===== src/rtl/archer_div_unit_pkg.sv =====
// rtl/archer_div_unit_pkg.sv - shared divider definitions (archerdefs) and FSM/op encodings
`ifndef XLEN
`define XLEN 32
`endif
`ifndef DIV_OP_DIV
`define DIV_OP_DIV  2'b00
`define DIV_OP_DIVU 2'b01
`define DIV_OP_REM  2'b10
`define DIV_OP_REMU 2'b11
`endif
`ifndef DIV_S_IDLE
`define DIV_S_IDLE 2'd0
`define DIV_S_CALC 2'd1
`define DIV_S_DONE 2'd2
`endif

package archer_div_unit_pkg;

    typedef enum logic [1:0] {
        S_IDLE = `DIV_S_IDLE,
        S_CALC = `DIV_S_CALC,
        S_DONE = `DIV_S_DONE
    } div_state_e;

    localparam logic [1:0] OP_DIV  = `DIV_OP_DIV;
    localparam logic [1:0] OP_DIVU = `DIV_OP_DIVU;
    localparam logic [1:0] OP_REM  = `DIV_OP_REM;
    localparam logic [1:0] OP_REMU = `DIV_OP_REMU;

    function automatic logic op_is_signed(input logic [1:0] op);
        return (op == OP_DIV) || (op == OP_REM);
    endfunction

endpackage


===== src/rtl/archer_div_core.sv =====
// rtl/archer_div_core.sv - unsigned restoring shift-subtract datapath, one quotient bit per step
module archer_div_core #(
    parameter int XLEN = 32
) (
    input  logic            clk,
    input  logic            rst_n,
    input  logic            load_i,
    input  logic            step_i,
    input  logic [XLEN-1:0] dividend_i,
    input  logic [XLEN-1:0] divisor_i,
    output logic [XLEN-1:0] quo_next_o,
    output logic [XLEN-1:0] rem_next_o
);

    logic [XLEN-1:0] rem_q, rem_d;
    logic [XLEN-1:0] quo_q, quo_d;
    logic [XLEN-1:0] dvs_q;
    logic [XLEN:0]   shifted;
    logic            ge;

    // shifted is the XLEN+1-bit accumulator; the spare MSB keeps the compare exact
    always_comb begin
        shifted = {rem_q, quo_q[XLEN-1]};
        ge      = (shifted >= {1'b0, dvs_q});
        rem_d   = shifted[XLEN-1:0];
        quo_d   = {quo_q[XLEN-2:0], 1'b0};
        if (ge) begin
            rem_d = XLEN'(shifted - {1'b0, dvs_q});
            quo_d = {quo_q[XLEN-2:0], 1'b1};
        end
    end

    always_ff @(posedge clk or negedge rst_n) begin
        if (!rst_n) begin
            rem_q <= '0;
            quo_q <= '0;
            dvs_q <= '0;
        end else if (load_i) begin
            rem_q <= '0;
            quo_q <= dividend_i;
            dvs_q <= divisor_i;
        end else if (step_i) begin
            rem_q <= rem_d;
            quo_q <= quo_d;
        end
    end

    assign quo_next_o = quo_d;
    assign rem_next_o = rem_d;

endmodule


===== src/rtl/archer_div_unit.sv =====
// rtl/archer_div_unit.sv - RV32M DIV/DIVU/REM/REMU iterative divider; ARCHER_DIV_BYPASS_EN shortcuts special cases
`ifndef XLEN
`define XLEN 32
`endif
module archer_div_unit
    import archer_div_unit_pkg::*;
#(
    parameter int XLEN = `XLEN
) (
    input  logic            clk,
    input  logic            rst_n,
    input  logic            start,
    input  logic [1:0]      op,
    input  logic [XLEN-1:0] dividend,
    input  logic [XLEN-1:0] divisor,
    output logic            busy,
    output logic            done,
    output logic [XLEN-1:0] result
);

    localparam int CW = $clog2(XLEN);
    localparam logic [XLEN-1:0] MIN_NEG = {1'b1, {(XLEN-1){1'b0}}};

    div_state_e      state_q;
    logic [CW-1:0]   cnt_q;
    logic            busy_q, done_q;
    logic [XLEN-1:0] result_q;
    logic [XLEN-1:0] orig_q;
    logic            op_rem_q, neg_quo_q, neg_rem_q, divz_q, ovf_q;

    logic            accept, is_signed, sgn_a, sgn_b, divz_d, ovf_d, bypass_d;
    logic [XLEN-1:0] mag_a, mag_b;
    logic [XLEN-1:0] quo_nx, rem_nx, quo_fin, rem_fin, result_d;

    always_comb begin
        accept    = start && (state_q != S_CALC);
        is_signed = op_is_signed(op);
        sgn_a     = is_signed & dividend[XLEN-1];
        sgn_b     = is_signed & divisor[XLEN-1];
        mag_a     = sgn_a ? -dividend : dividend;
        mag_b     = sgn_b ? -divisor  : divisor;
        divz_d    = (divisor == '0);
        ovf_d     = is_signed && (dividend == MIN_NEG) && (divisor == '1);
    end

`ifdef ARCHER_DIV_BYPASS_EN
    assign bypass_d = divz_d | ovf_d;
`else
    assign bypass_d = 1'b0;
`endif

    archer_div_core #(.XLEN(XLEN)) u_core (
        .clk        (clk),
        .rst_n      (rst_n),
        .load_i     (accept),
        .step_i     (state_q == S_CALC),
        .dividend_i (mag_a),
        .divisor_i  (mag_b),
        .quo_next_o (quo_nx),
        .rem_next_o (rem_nx)
    );

    // Special cases override the datapath so both builds return identical results
    always_comb begin
        quo_fin = neg_quo_q ? -quo_nx : quo_nx;
        rem_fin = neg_rem_q ? -rem_nx : rem_nx;
        if (divz_q) begin
            quo_fin = '1;
            rem_fin = orig_q;
        end else if (ovf_q) begin
            quo_fin = MIN_NEG;
            rem_fin = '0;
        end
        result_d = op_rem_q ? rem_fin : quo_fin;
    end

    always_ff @(posedge clk or negedge rst_n) begin
        if (!rst_n) begin
            state_q   <= S_IDLE;
            cnt_q     <= '0;
            busy_q    <= 1'b0;
            done_q    <= 1'b0;
            result_q  <= '0;
            orig_q    <= '0;
            op_rem_q  <= 1'b0;
            neg_quo_q <= 1'b0;
            neg_rem_q <= 1'b0;
            divz_q    <= 1'b0;
            ovf_q     <= 1'b0;
        end else begin
            done_q <= 1'b0;
            case (state_q)
                S_IDLE, S_DONE: begin
                    state_q <= S_IDLE;
                    busy_q  <= 1'b0;
                    if (accept) begin
                        state_q   <= S_CALC;
                        busy_q    <= 1'b1;
                        // bypassed ops spend a single busy cycle before DONE
                        cnt_q     <= bypass_d ? '0 : CW'(XLEN - 1);
                        orig_q    <= dividend;
                        op_rem_q  <= op[1];
                        neg_quo_q <= sgn_a ^ sgn_b;
                        neg_rem_q <= sgn_a;
                        divz_q    <= divz_d;
                        ovf_q     <= ovf_d;
                    end
                end
                S_CALC: begin
                    if (cnt_q == '0) begin
                        state_q  <= S_DONE;
                        busy_q   <= 1'b0;
                        done_q   <= 1'b1;
                        result_q <= result_d;
                    end else begin
                        cnt_q <= cnt_q - 1'b1;
                    end
                end
                default: begin
                    state_q <= S_IDLE;
                    busy_q  <= 1'b0;
                end
            endcase
        end
    end

    assign busy   = busy_q;
    assign done   = done_q;
    assign result = result_q;

endmodule


===== config.mk =====
export PLATFORM = sky130hd
export DESIGN_NAME = archer_div_unit
export DESIGN_NICKNAME = d
export VERILOG_FILES = /design/src/rtl/archer_div_unit_pkg.sv /design/src/rtl/archer_div_core.sv /design/src/rtl/archer_div_unit.sv
export SDC_FILE = /design/constraint.sdc
export NUM_CORES = 1
export LEC_CHECK = 0
export ABC_AREA = 1
export CAP_MARGIN = 20
export CORE_ASPECT_RATIO = 1.2
export CORE_MARGIN = 2
export CORE_UTILIZATION = 46
export DETAILED_ROUTE_END_ITERATION = 7
export MAX_ROUTING_LAYER = met4
export PLACE_DENSITY_LB_ADDON = 0.3
export SYNTH_ARGS = -nofsm -noshare
export SYNTH_HDL_FRONTEND = slang
export SYNTH_SLANG_ARGS = --single-unit

===== constraint.sdc =====
create_clock -name clk -period 6.58 [get_ports clk]
set_input_delay 0.987 -clock clk [delete_from_list [all_inputs] [get_ports clk]]
set_output_delay 0.987 -clock clk [all_outputs]
set_load 0.02 [all_outputs]

# == Word-level counts from Yosys, hierarchy flattened ==
# Cells that the tools add are included.
# W data, S select, Z words.
# op_classes
eq_ne,9
muxes,26
add_sub_neg,6
n_reduce_logical,14
bitwise_logic,3
order_cmp,1
# ops
cell,n
$mux W32,14
$neg A32 Y32,4
$eq A32 B32 Y1 const B,2
$ge A33 B32 Y1,1
$logic_not A32 Y1,1
$sub A32 B32 Y32,1
$mux W5,2
$pmux W5 S2,1
$mux W1,6
$ne A2 B2 Y1 const B,3
$logic_not A5 Y1,1
$sub A5 B1 Y5 const B,1
$eq A2 B2 Y1 const B,2
$logic_not A2 Y1,2
$pmux W2 S2,1
$reduce_and A2 Y1,2
$reduce_bool A2 Y1,2
$logic_and A1 B1 Y1,3
$reduce_and A3 Y1,1
$and A1 B1 Y1,2
$eq A2 B1 Y1 const B,1
$mux W2,1
$ne A2 B1 Y1 const B,1
$pmux W1 S2,1
other kinds (3),3
# word_totals
word_cells,73
register_bits,174
inputBits,69

# == Logic depth before layout (Yosys ltp) ==
# logic_depth
depth_word,7
mapped_depth,28
depth_no_buf,27

# == Modules after synthesis ==
# From an unflattened synthesis, not the netlist that was laid out.
# hier_totals
cells_unflattened,2272
area_unflattened_um2,14665.3
# by_module_without_submodules
module,area_each_um2,seq_area_each_um2,n_inst,cells_each
archer_div_unit,7531.0,1951.9,1,1200
archer_div_core,7134.3,2402.3,1,1072

# == Worst setup path after synthesis ==
# No wires, ideal clock.
# synth_timing
path_type,reg2reg
from,reg u_core.rem_q[7]
to,"reg result_q[28], in the netlist result[28]"
synth_period_minus_slack_ns,3.663
path_slack_ns,2.917
arrival_time_ns,3.598
setup_ns,0.066
stages_incl_launch_ff,28
path_buffers,1
t_required_ns,6.514
cell_sequence,dfrtp_1 ha_1 nand2_2 inv_2 nand2_1 nand2_1 inv_1 nand3_1 nand2_1 nand2_2 nand2_4 nand2_8 inv_4 buf_6 ha_1 nand3_1 nor3_1 inv_1 nor4_1 nand3_1 inv_1 nand3_1 o21ai_0 or2_2 nand3_1 a21oi_1 nand2_1 nand2_1
# synth_via
elab_chain_cells,7
# synth_lines
item,line_no,source
from (decl),archer_div_core.sv:15,"logic [XLEN-1:0] rem_q, rem_d;"
from (signal assigned),archer_div_core.sv:43,rem_q <= rem_d;
$sub A32 B32 Y32 or $ge A33 B32 Y1 (tied branches),"archer_div_core.sv:28, archer_div_core.sv:24",
$mux W32 or $mux W1 (tied branches),archer_div_core.sv:27,if (ge) begin
$neg A32 Y32 (on tied branches),"archer_div_unit.sv:66, archer_div_unit.sv:65",
$mux W32 (on tied branches),"archer_div_unit.sv:66, archer_div_unit.sv:65",
$mux W32,archer_div_unit.sv:70,end else if (ovf_q) begin
$mux W32,archer_div_unit.sv:67,if (divz_q) begin
$mux W32 (*),archer_div_unit.sv:74,result_d = op_rem_q ? rem_fin : quo_fin;
to (signal assigned),archer_div_unit.sv:114,result_q <= result_d;
to (decl),archer_div_unit.sv:27,logic [XLEN-1:0] result_q;
# Every way passes the cells marked *; elsewhere a longest branch is shown, timed or not.
# A chain may end at the register's enable or synchronous reset.

# == Final worst setup path ==
# layout_timing
from,reg u_core.rem_q[14]
to,"reg result_q[28], in the netlist result[28]"
# Same word-level chain as after synthesis.

==> results.tsv <==
stage	metric	value	unit
synthesis	cell accounting for the most synthesized area	dfrtp_1	
critical_path	CP startpoint kind	register	
die	die area	30800	µm²
critical_path	crit-path max cell delay	0.53	ns
sta	Tmin final	5.01	ns
cells_and_area	Cell Count, Final, Fillers Out	2512	
critical_path	Worst Setup End Kind	register	
critical_path	critical path type	reg2reg	
global_route	GRT Residual Overflow	0	
synthesis	number of flops mapped to enable cells by yosys	0	
hold_path	class of the worst hold path	in2async	
placement	Port-buffer cells	102	
synthesis	fraction of registers with async set or reset after synthesis	1.00	
sta	Slew @ Worst Pin	1.02	ns
clocking	Worst-path clk slew	0.07	ns
cells_and_area	diodes inserted	0	
global_route	largest net degree at the start of global routing	69	
placement	area post-placement	14800	µm²
route	DR pass1 iterations	6	
cells_and_area	Final Cell Area	15400	µm²
cells_and_area	synthesis-to-layout area growth	14.0	%
synthesis	Yosys top cell area share	0.322	
synthesis	syn nets	2162	
critical_path	Worst R2R Start	u_core.rem_q[14]$_DFFE_PN0P_	
cells_and_area	fin nets	2225	
critical_path	maximum fanout along the worst path	42	
global_route	number of global-route vias before repair	13306	
status	outcome	completed	
critical_path	Worst R2R Path Depth	24	
route	Vias	13854	
sta	Setup violations, final	0	
clocking	# resized after CTS	0	
route	drt total wl	45.8	mm
global_route	initial antenna violation count	0	
cells_and_area	storage element area	4350	µm²
clocking	post-CTS setup buffer count	0	
die	core footprint	28800	µm²
sta	RSZ-0062 raised after global routing	false	
route	WL/cell	18.2	µm
critical_path	CP most frequent cell	nand3_1	
synthesis	Seq/Total Area, Yosys	0.322	
power	pwr dens	622	nW/µm²
clocking	clk buf depth	2	
die	initial core utilization	0.469	
critical_path	critical-path cell list	ha_1 > nand2_1 > inv_2 > nand2_1 > nand3_1 > a21oi_1 > nand2_2 > nand2_4 > nand2_8 > inv_4 > ha_1 > nand3_1 > nor3_1 > inv_1 > nor4_1 > nand3_1 > inv_1 > nand3_1 > o21ai_0 > or2_2 > nand3_1 > a21oi_1 > nand2_1 > nand2_1	
placement	dpl ws	1.69	ns
placement	post-DP HPWL	35.1	mm
sta	Tcrit/Tclk final	0.762	
placement	placed cells	2482	
synthesis	FF+latch count, synth	174	
power	IR drop worst, VDD	0.322	mV
critical_path	data arrival time of the worst path	5.40	ns
cells_and_area	multi-input logic area	7880	µm²
synthesis	Unique masters post-synth	54	
route	DR vias/cell	5.52	
clocking	htree depth	4	
sta	Setup TNS Final	0	ns
route	DRT antenna net count	0	
die	Die Ht	192	µm
sta	Pins Over Slew Limit	0	
sta	setup ws final	1.57	ns
route	1st-iter DRT viols	1358	
clocking	clk_lat worst skew	0.45	ns
critical_path	Critical R2R Capture	result[28]$_DFFE_PN0P_	
global_route	gr usage total	0.309	
power	leak pwr	7.54	nW
placement	Placer Congestion	0.920	
synthesis	average size of a mapped cell	6.59	µm²
sta	hold slack	0.474	ns
critical_path	CP max stage cell	nor4_1	
sta	Max-slew headroom	0.322	
clocking	CTS sink count	174	
global_route	global-route wire length before repair	71.9	mm
synthesis	synthesized cell area	13500	µm²
synthesis	Post-Syn Instances	2053	
die	IO Count	103	
die	# rows	68	
clocking	TritonCTS clock tree	yes	
synthesis	Yosys Warn Count	0	
die	die width	160	µm
critical_path	Worst EP required	6.96	ns
sta	fmax	199	MHz
sta	Final Skew	0.0133	ns
synthesis	Area contributors post-synth	dfrtp_1 (32%), nand2_1 (17%), inv_1 (6.6%), o21ai_0 (6.0%), nand3_1 (5.7%)	
clocking	Num CTS Buffers	17	
route	DRC errors left	0	
cells_and_area	Fillers	2865	
run	max-cap violation count	0	
clocking	CTS root buf	clkbuf_16	
synthesis	top_reg_cell synth	dfrtp_1	
cells_and_area	layout cell share with drive strength beyond 1	0.0654	
sta	final count of hold timing violations	0	
clocking	Hold Buf Count CTS	0	
critical_path	R2R setup slack	1.57	ns
==> layout make-up <==
| cell class | instances | share of cell area |
|---|---|---|
| sequential | 174 | 0.282 |
| inverter | 253 | 0.0618 |
| tap | 385 | 0.0313 |
| multi-input combinational | 1550 | 0.511 |
| timing repair buffer | 120 | 0.0751 |
| clock inverter | 11 | 0.00860 |
| clock buffer | 19 | 0.0294 |
==> flip-flops by register name, summed over array words and instances, names as in the netlist <==
signal        count
busy              1
cnt_q             5
divz_q            1
done              1
neg_quo_q         1
neg_rem_q         1
op_rem_q          1
orig_q           32
ovf_q             1
result           32
state_q           2
u_core.dvs_q     32
u_core.quo_q     32
u_core.rem_q     32
==> report_power, final <==
part | internal, mW | switching, mW | total, mW
Combinational | 2.07 | 4.48 | 6.54
Clock | 0.582 | 0.462 | 1.04
Sequential | 1.58 | 0.428 | 2.01
Total | 4.23 | 5.37 | 9.59
==> synthesized netlist by cell type (5+ instances only) <==
master,instances
a21oi_1,122
a31oi_1,8
buf_1,5
buf_6,6
clkbuf_1,63
dfrtp_1,174
ha_1,39
inv_1,239
inv_2,9
nand2_1,610
nand2_2,23
nand3_1,153
nand3_2,10
nand3b_1,8
nand4_1,25
nor2_1,156
nor2_2,13
nor2_4,7
nor3_1,32
nor4_1,8
o211ai_1,11
o21ai_0,162
o21ai_1,24
o221ai_1,24
o22ai_1,7
o31ai_1,7
or2_2,8
xnor2_1,10
xor2_1,48
==> per-layer routing <==
layer  track usage  routed length, µm  up-vias
met5             -                  0        -
met3        0.0281               2320      126
met1         0.368              18700     6391
li1              -                  -     6841
met4         0.194               3260        0
met2         0.510              21500      496
==> worst max-delay path by stage <==
| stage | start | end | slack (ns) | cells past startpoint |
|---|---|---|---|---|
| floorplan | u_core.rem_q[7]$_DFFE_PN0P_ | result[28]$_DFFE_PN0P_ | 2.92 | 27 |
| global placement | u_core.rem_q[7]$_DFFE_PN0P_ | result[28]$_DFFE_PN0P_ | 1.76 | 26 |
| detailed placement | u_core.rem_q[14]$_DFFE_PN0P_ | result[28]$_DFFE_PN0P_ | 1.69 | 24 |
| CTS | u_core.rem_q[14]$_DFFE_PN0P_ | result[28]$_DFFE_PN0P_ | 1.64 | 24 |
| global route | u_core.rem_q[14]$_DFFE_PN0P_ | result[28]$_DFFE_PN0P_ | 1.15 | 24 |
| finish | u_core.rem_q[14]$_DFFE_PN0P_ | result[28]$_DFFE_PN0P_ | 1.57 | 24 |
==> cell usage in the layout, fill, tap and decap left out, drive strengths merged <==
master and n:
a21o 2, a21oi 124, a221oi 1, a22o 1
a22oi 3, a31oi 8, a41oi 2, buf 19
bufinv 2, clkbuf 19, clkdlybuf4s50 101, clkinv 7
clkinvlp 1, dfrtp 174, fa 1, ha 39
inv 254, nand2 635, nand3 164, nand3b 8
nand4 26, nor2 177, nor3 35, nor3b 1
nor4 9, o211ai 11, o21ai 190, o21bai 4
o221ai 24, o22ai 7, o31ai 7, o41ai 3
or2 9, or4 1, xnor2 10, xor2 48
==> critical path, delay by kind of cell (launching register included) <==
family	cells	cell delay (ns)
DFF	1	0.45
and+or+nand+nor	15	2.62
adders and majority gates	2	0.62
AOI/OAI and AO/OA	3	0.64
buffers and inverters	4	0.57
==> through the flow <==
stage | utilization | power (mW)
floorplan | - | 6.57
global placement | 0.514 | 8.39
detailed placement | 0.514 | 8.44
CTS | 0.534 | 9.53
global route | 0.534 | 10.4
finish | 0.534 | 9.59
==> cell families after synthesis <==
logic type	after synthesis	synth area share
fa+ha+maj	40	0.0376
flops	174	0.322
buf+inv	329	0.0958
xor+xnor	58	0.0376
compound gates	387	0.160
simple gates	1065	0.347
(Power assumes the default switching activity.)
